**config.mk**
```make
export PLATFORM = sky130hd
export DESIGN_NAME = cpu_run_ctrl
export DESIGN_NICKNAME = d
export VERILOG_FILES = /design/src/rtl/cpu_pkg.sv /design/src/rtl/cpu_run_ctrl.sv
export SDC_FILE = /design/constraint.sdc
export NUM_CORES = 1
export LEC_CHECK = 0
export ABC_AREA = 0
export ABC_CLOCK_PERIOD_IN_PS = 3450
export CAP_MARGIN = 10
export CORE_MARGIN = 2
export CORE_UTILIZATION = 47
export CTS_CLUSTER_SIZE = 25
export DETAILED_ROUTE_END_ITERATION = 6
export HOLD_SLACK_MARGIN = 0.02
export PLACE_DENSITY = 0.82
export SLEW_MARGIN = 0
export SYNTH_ARGS = -nofsm -noshare
export SYNTH_HDL_FRONTEND = slang
export SYNTH_SLANG_ARGS = --single-unit
```
**constraint.sdc**
```tcl
create_clock -name clk -period 3.45 [get_ports clk]
set_clock_uncertainty 0.1 [all_clocks]
set_input_delay 0.69 -clock clk [delete_from_list [all_inputs] [get_ports clk]]
set_output_delay 0.69 -clock clk [all_outputs]
set_load 0.05 [all_outputs]
```
**src/rtl/cpu_pkg.sv**
```systemverilog
`default_nettype none
// ==========================================================================
// cpu_pkg : shared CPU run-control types and the machine word width
// Rev 1.0
// ==========================================================================
package cpu_pkg;

  localparam int XLEN = 32;

  typedef enum logic [2:0] {
    IDLE     = 3'd0,
    RST_HOLD = 3'd1,
    RUN      = 3'd2,
    BREAK    = 3'd3,
    HALTED   = 3'd4,
    TIMEOUT  = 3'd5
  } run_state_t;

endpackage
`default_nettype wire

```
**src/rtl/cpu_run_ctrl.sv**
```systemverilog
`default_nettype none
// ==========================================================================
// cpu_run_ctrl : start/reset/step/breakpoint/timeout sequencer for a CPU core
// Rev 1.0
// ==========================================================================
module cpu_run_ctrl
  import cpu_pkg::*;
#(
  parameter int RST_CYCLES = 2,
  parameter int MAX_CYCLES = 100,
  parameter int CNT_W      = 32,
  parameter int XLEN       = cpu_pkg::XLEN
) (
  input  logic             clk,
  input  logic             reset,
  input  logic             start,
  input  logic             step_mode,
  input  logic             step_req,
  input  logic             halt_in,
  input  logic [XLEN-1:0]  pc,
  input  logic             bp_en,
  input  logic [XLEN-1:0]  bp_addr,
  output logic             cpu_rst,
  output logic             cpu_en,
  output logic [CNT_W-1:0] cycle_cnt,
  output logic             done,
  output logic             timeout,
  output logic             bp_hit
);

  localparam int HOLD_CYCLES = (RST_CYCLES < 1) ? 1 : RST_CYCLES;
  localparam int HOLD_W      = $clog2(HOLD_CYCLES + 1);

  run_state_t        state_q, state_d;
  logic [HOLD_W-1:0] hold_q, hold_d;
  logic [CNT_W-1:0]  cycle_cnt_q, cycle_cnt_d;
  logic              done_q, done_d;
  logic              timeout_q, timeout_d;
  logic              bp_hit_q, bp_hit_d;

  logic              bp_match;
  logic              can_start;
  logic [CNT_W-1:0]  cnt_inc;

  always_comb begin
    bp_match  = bp_en && (pc == bp_addr);
    can_start = start && (state_q inside {IDLE, BREAK, HALTED, TIMEOUT});
    cpu_rst   = (state_q == IDLE) || (state_q == RST_HOLD);

    // A restart request in BREAK wins over a same-cycle step.
    case (state_q)
      RUN:     cpu_en = !bp_match && (!step_mode || step_req);
      BREAK:   cpu_en = step_req && !start;
      default: cpu_en = 1'b0;
    endcase

    cnt_inc = (&cycle_cnt_q) ? cycle_cnt_q : cycle_cnt_q + CNT_W'(1);

    state_d     = state_q;
    hold_d      = hold_q;
    cycle_cnt_d = cycle_cnt_q;
    done_d      = done_q;
    timeout_d   = timeout_q;
    bp_hit_d    = bp_hit_q;

    if (can_start) begin
      state_d     = RST_HOLD;
      hold_d      = '0;
      cycle_cnt_d = '0;
      done_d      = 1'b0;
      timeout_d   = 1'b0;
      bp_hit_d    = 1'b0;
    end else if (state_q == RST_HOLD) begin
      if (hold_q == HOLD_W'(HOLD_CYCLES - 1)) begin
        state_d = RUN;
      end else begin
        hold_d = hold_q + HOLD_W'(1);
      end
    end else if (cpu_en) begin
      // Halt is checked first so a halt on the last budgeted cycle is a clean stop.
      cycle_cnt_d = cnt_inc;
      if (halt_in) begin
        state_d = HALTED;
        done_d  = 1'b1;
      end else if (cnt_inc == CNT_W'(MAX_CYCLES)) begin
        state_d   = TIMEOUT;
        timeout_d = 1'b1;
      end else begin
        state_d = RUN;
      end
    end else if ((state_q == RUN) && bp_match) begin
      state_d  = BREAK;
      bp_hit_d = 1'b1;
    end
  end

  always_ff @(posedge clk or posedge reset) begin
    if (reset) begin
      state_q     <= IDLE;
      hold_q      <= '0;
      cycle_cnt_q <= '0;
      done_q      <= 1'b0;
      timeout_q   <= 1'b0;
      bp_hit_q    <= 1'b0;
    end else begin
      state_q     <= state_d;
      hold_q      <= hold_d;
      cycle_cnt_q <= cycle_cnt_d;
      done_q      <= done_d;
      timeout_q   <= timeout_d;
      bp_hit_q    <= bp_hit_d;
    end
  end

  assign cycle_cnt = cycle_cnt_q;
  assign done      = done_q;
  assign timeout   = timeout_q;
  assign bp_hit    = bp_hit_q;

endmodule
`default_nettype wire

```
# After elaboration in Yosys (flattened, before gate mapping)
# Cells that the tools add are included.
# Widths: inputs -> output; s select.
# totals
regBits	40
inputBits	71
out_inout_bits	37
word_cells	74
# op_classes
n_addsub	2
n_eq_ne	13
n_mux	28
n_reduce_logical	25
# op_table
op	count
$mux 32	4
$add 32x1->32 const B	1
$eq 32x32->1	1
$eq 32x7->1 const B	1
$reduce_and 32->1	1
$mux 3	7
$mux 1	13
$reduce_bool 2->1	5
$reduce_bool 4->1	2
$eq 3x2->1 const B	2
$eq 3x3->1 const B	2
$mux 2	3
$reduce_and 2->1	3
$reduce_and 3->1	2
$logic_and 1x1->1	5
$ne 2x1->1 const B	2
$ne 2x2->1 const B	2
$reduce_and 4->1	1
$eq 3x1->1 const B	1
$logic_not 1->1	3
$logic_not 3->1	1
$ne 3x2->1 const B	1
$add 2x1->2 const B	1
$eq 2x1->1 const B	1
2 further kinds	3

# Depth between registers and ports, before layout
# Gate-level depths: netlist (run 1).
# logic_depth
ltp_word	8
ltp_mapped	10
ltp_nobuf	9

# Worst setup path before layout (run 1)
# OpenSTA, ideal clock, no wires.
# synth_path
kind	register to register
startpoint	reg cycle_cnt_q[0], in the netlist cycle_cnt[0]
endpoint	reg state_q[1]
setup_ns	0.163
arrival_ns	2.870
required_time_ns	3.187
setup_slack_ns	0.317
path_stages_with_launch	10
n_path_buf	0
synth_period_minus_slack_ns	3.133
path_cell_list	dfrtp_1 > ha_1 > nand3_1 > nor3_4 > nand4_1 > mux2i_1 > a2111oi_0 > nand3_1 > nor4_1 > a211oi_1
# synth_between
elab_chain_len	8
word_cells_on_any_way	9
classes_between	1 x add/sub; 1 x eq/ne; 6 x mux; 1 x reduce/logical
# synth_lines
element	line_no	rtl
start, declared	cpu_run_ctrl.sv:36	logic [CNT_W-1:0] cycle_cnt_q, cycle_cnt_d;
start signal, assigned	cpu_run_ctrl.sv:108	cycle_cnt_q <= cycle_cnt_d;
$add 32x1->32 / $reduce_and 32->1 (equally long branches)	cpu_run_ctrl.sv:57	cnt_inc = (&cycle_cnt_q) ? cycle_cnt_q : cycle_cnt_q + CNT_W'(1);
$mux 32 *	cpu_run_ctrl.sv:57	
$eq 32x7->1 *	cpu_run_ctrl.sv:85	end else if (cnt_inc == CNT_W'(MAX_CYCLES)) begin
$mux 3 *	cpu_run_ctrl.sv:85	
$mux 3 *	cpu_run_ctrl.sv:82	if (halt_in) begin
$mux 3 *	cpu_run_ctrl.sv:79	end else if (cpu_en) begin
$mux 3 *	cpu_run_ctrl.sv:73	end else if (state_q == RST_HOLD) begin
$mux 3 *	cpu_run_ctrl.sv:66	if (can_start) begin
end signal, assigned	cpu_run_ctrl.sv:106	state_q <= state_d;
end, declared	cpu_run_ctrl.sv:34	run_state_t state_q, state_d;
# Mark *: on every way between the ends. The rest lies on a longest branch, timed or not.
# A chain may end at the register's enable or synchronous reset.

# Worst setup path in the final report (run 1)
# layout_path
startpoint	in bp_addr[22]
endpoint	out cpu_en
# layout_between
elab_chain_len	5
# layout_lines
element	line_no	rtl
start, declared	cpu_run_ctrl.sv:22	input logic [XLEN-1:0] bp_addr,
$eq 32x32->1	cpu_run_ctrl.sv:46	bp_match = bp_en && (pc == bp_addr);
$logic_and 1x1->1	cpu_run_ctrl.sv:46	
$logic_not 1->1	cpu_run_ctrl.sv:52	RUN: cpu_en = !bp_match && (!step_mode || step_req);
$logic_and 1x1->1	cpu_run_ctrl.sv:52	
$pmux 1 s2	cpu_run_ctrl.sv:51	case (state_q)
end, declared	cpu_run_ctrl.sv:24	output logic cpu_en,
# No other way between the ends.

==> results.sh, run 1 <==
export IMPL_num_io_pins=108
export IMPL_drc=0
export IMPL_cp_max_fo=2
export IMPL_crit_end="cpu_en"
export IMPL_synthTopCellsByArea="dfrtp_1 (31%), xor2_1 (11%), nor2_1 (6.0%)"
export IMPL_multi_input_area_um2=2145
export IMPL_startpoint="bp_addr[22]"
export IMPL_synth_ff_type="dfrtp_1"
export IMPL_synthArstFlopShare_pct=100.0
export IMPL_fin_util_pct=68.95
export IMPL_row_count=30
export IMPL_numCtsBuffers=5
export IMPL_hold_violations=0
export IMPL_dp_slack_ps=-19.05
export IMPL_critical_path_startpoint_type="primary input"
export IMPL_totalWireLength_um=10120
export IMPL_postSynthAreaPerCell_um2=8.256
export IMPL_max_freq_ghz=0.2983
export IMPL_portBuffers=107
export IMPL_max_cap_violations=0
export IMPL_vdd_ir_drop_max_v=0.0003821
export IMPL_min_period_ps=3352
export IMPL_setup_viol=0
export IMPL_worst_slew_pin_slew_ps=705.5
export IMPL_cts_tree="yes"
export IMPL_hold_class="reg -> reg"
export IMPL_r2r_cells=9
export IMPL_p_total_uw=1745
export IMPL_cp_slowest_cell="or3_4"
export IMPL_crit_type="in -> out"
export IMPL_place_gp_congestion=0.9474
export IMPL_htreeDepth=2
export IMPL_grt_overflow_total=0
export IMPL_drive_gt1_share_pct=9.800
export IMPL_endpoint_kind="output port"
export IMPL_grt_pass1_vias=3424
export IMPL_die_area_um2=7455
export IMPL_initial_core_util_pct=47.70
export IMPL_run_status="complete, no violations"
export IMPL_die_w_um=86.35
export IMPL_synth_nets=459
export IMPL_yosys_area_top_type_share_pct=31.41
export IMPL_synth_area_um2=3187
export IMPL_ant_nets=0
export IMPL_synth_cell_type_count=55
export IMPL_netlist_instances=386
export IMPL_vias_per_cell=5.984
export IMPL_slowest_delay_ps=420
export IMPL_whs_path_depth=2
export IMPL_period_share_pct=97.17
export IMPL_core_um2=6681
export IMPL_antenna_diode_count=0
export IMPL_reg2reg_to="state_q[0]$_DFFE_PP0P_"
export IMPL_yosysMostFrequentCell="nor2_1"
export IMPL_via_count=3471
export IMPL_cp_cell_sequence="clkdlybuf4s50_1 -> xor2_1 -> nor4_2 -> nand4_1 -> or3_4 -> a21oi_4 -> inv_2 -> buf_8"
export IMPL_fin_ws_ps=97.68
export IMPL_r2r_slack_ps=170
export IMPL_clk_pin_slew_ps=80
export IMPL_root_buffer="clkbuf_8"
export IMPL_hold_start="bp_hit$_DFFE_PP0P_"
export IMPL_hpwl_um=7492
export IMPL_synth_seq_area_share_pct=31.41
export IMPL_fin_hold_ws_ps=407.5
export IMPL_cts_sink_count=40
export IMPL_synth_top_area_cell="dfrtp_1"
export IMPL_finalNetCount=572
export IMPL_clockBufferDepth=2
export IMPL_syn2layout_area_growth_pct=44.56
export IMPL_antenna_found_initial=1
export IMPL_worstPathRequired_ps=2660
export IMPL_nFillCells=568
export IMPL_synthTopCellsByCount="nor2_1 (51), dfrtp_1 (40), xor2_1 (40)"
export IMPL_drt_pass1_iterations=5
export IMPL_fin_setup_tns_ps=0
export IMPL_synth_edf_count=0
export IMPL_r2r_start="cycle_cnt[0]$_DFFE_PP0P_"
export IMPL_relSlewSlack_pct=52.53
export IMPL_slew_violations=0
export IMPL_ctsHoldBuffers=0
export IMPL_p_leak_uw=0.001817
export IMPL_regArea_um2=1001
export IMPL_die_y_um=86.35
export IMPL_drt_initial_drc_count=255
export IMPL_grt_first_pass_wirelength_um=16130
export IMPL_ys_warnings_count=0
export IMPL_synth_seq_cells=40
export IMPL_grt_usage_pct=26.96
export IMPL_grt_max_degree=41
export IMPL_wire_per_inst_um=17.45
export IMPL_p_per_area_nw_per_um2=378.7
export IMPL_worstSkewPairLatency_ps=300
export IMPL_crit_arrival_ps=2560
## report_power, final
part | internal [µW] | total [µW] | switching (µW)
Combinational | 301 | 765 | 464
Sequential | 512 | 581 | 68.8
Clock | 214 | 399 | 185
## flip-flops by register name, indices dropped and copies added, names as in the netlist
signal	flops
cycle_cnt	32
state_q	3
hold_q	2
bp_hit	1
done	1
timeout	1
## what timing repair did
| action | 4_1_cts | 5_1_grt |
|---|---|---|
| gates resized for setup | 2 | 14 |
| pin swaps | 0 | 8 |
| setup buffers | 0 | 1 |
| setup endpoints to repair | 1 | 5 |
## layout make-up
cell class / count / share of cell area, %
well taps: 80 / 2.173
clock buffers: 5 / 1.494
clock inverters: 3 / 0.9234
multi-input cells: 318 / 46.55
flip-flops and latches: 40 / 21.73
repair buffers: 125 / 26.40
inverters: 9 / 0.7333
## worst max-delay path, delay by kind of cell
family                    cells  cell delay (ps)
AOI/OAI and AO/OA             1              200
xor gates and xnor gates      1              170
buffers and inverters         3              620
and+or+nand+nor               3              880
## metal layers
metal / routed length [µm] / vias up / part of all wire (%) / global-route usage [%]
met2: 5102 / 128 / 50 / 46.99
met1: 4213 / 1697 / 42 / 33.77
met5: 0 / - / 0 / 0
li1: - / 1624 / - / -
met4: 221 / 0 / 2.2 / 8.523
met3: 586 / 22 / 5.8 / 4.857
## cells by family (layout without fill, tap and decap cells)
| kind of cell | count (synthesis) | after routing | share of synthesized area, % |
|---|---|---|---|
| AOI/OAI and AO/OA | 65 | 65 | 14.29 |
| xor gates and xnor gates | 54 | 54 | 14.84 |
| adders and majority gates | 2 | 2 | 0.7851 |
| buffers and inverters | 28 | 142 | 3.769 |
| DFF | 40 | 40 | 31.41 |
| muxes | 8 | 8 | 2.631 |
| and+or+nand+nor | 189 | 189 | 32.27 |
## worst min path at each step
stage | to
floorplan | hold_q[0]$_DFFE_PP0P_
global placement | bp_hit$_DFFE_PP0P_
detailed placement | done$_DFFE_PP0P_
CTS | timeout$_DFFE_PP0P_
global route | timeout$_DFFE_PP0P_
finish | bp_hit$_DFFE_PP0P_
## cell usage in the layout (no fill, tap or decap), types with 3 or more instances in the layout
cell type,count
clkdlybuf4s50_1,104
nor2_1,51
dfrtp_1,40
xor2_1,38
nand3_1,28
nand2_1,22
o21ai_0,19
buf_4,18
nand4_1,15
xnor2_1,14
nor3_1,14
nor4_1,10
o31ai_1,10
and3_1,9
a21oi_1,9
inv_1,8
nor4_2,5
a31oi_1,5
mux2i_1,5
clkbuf_8,5
and2_0,4
and2_1,4
nand2b_1,4
o211a_1,3
or3_1,3
nor3b_1,3
mux2_2,3
a211oi_1,3
## metrics by stage
stage          cells  instance area (µm²)
2_1_floorplan    386                 3187
3_3_place_gp     571                 4400
3_5_place_dp     571                 4400
4_1_cts          579                 4524
5_1_grt          580                 4607
6_report         580                 4607
Power figures use the tool's default switching activity.
==> run 2, diff against run 1 <==
--- a/config.mk
+++ b/config.mk
@@ -7,10 +7,9 @@
 export LEC_CHECK = 0
 export ABC_AREA = 0
 export ABC_CLOCK_PERIOD_IN_PS = 3450
-export CAP_MARGIN = 10
 export CORE_MARGIN = 2
 export CORE_UTILIZATION = 47
-export CTS_CLUSTER_SIZE = 25
+export CTS_CLUSTER_SIZE = 28
 export DETAILED_ROUTE_END_ITERATION = 6
 export HOLD_SLACK_MARGIN = 0.02
 export PLACE_DENSITY = 0.82
==> results of run 2 <==
Same layout as run 1: the final DEF is identical, and so are final timing and power.
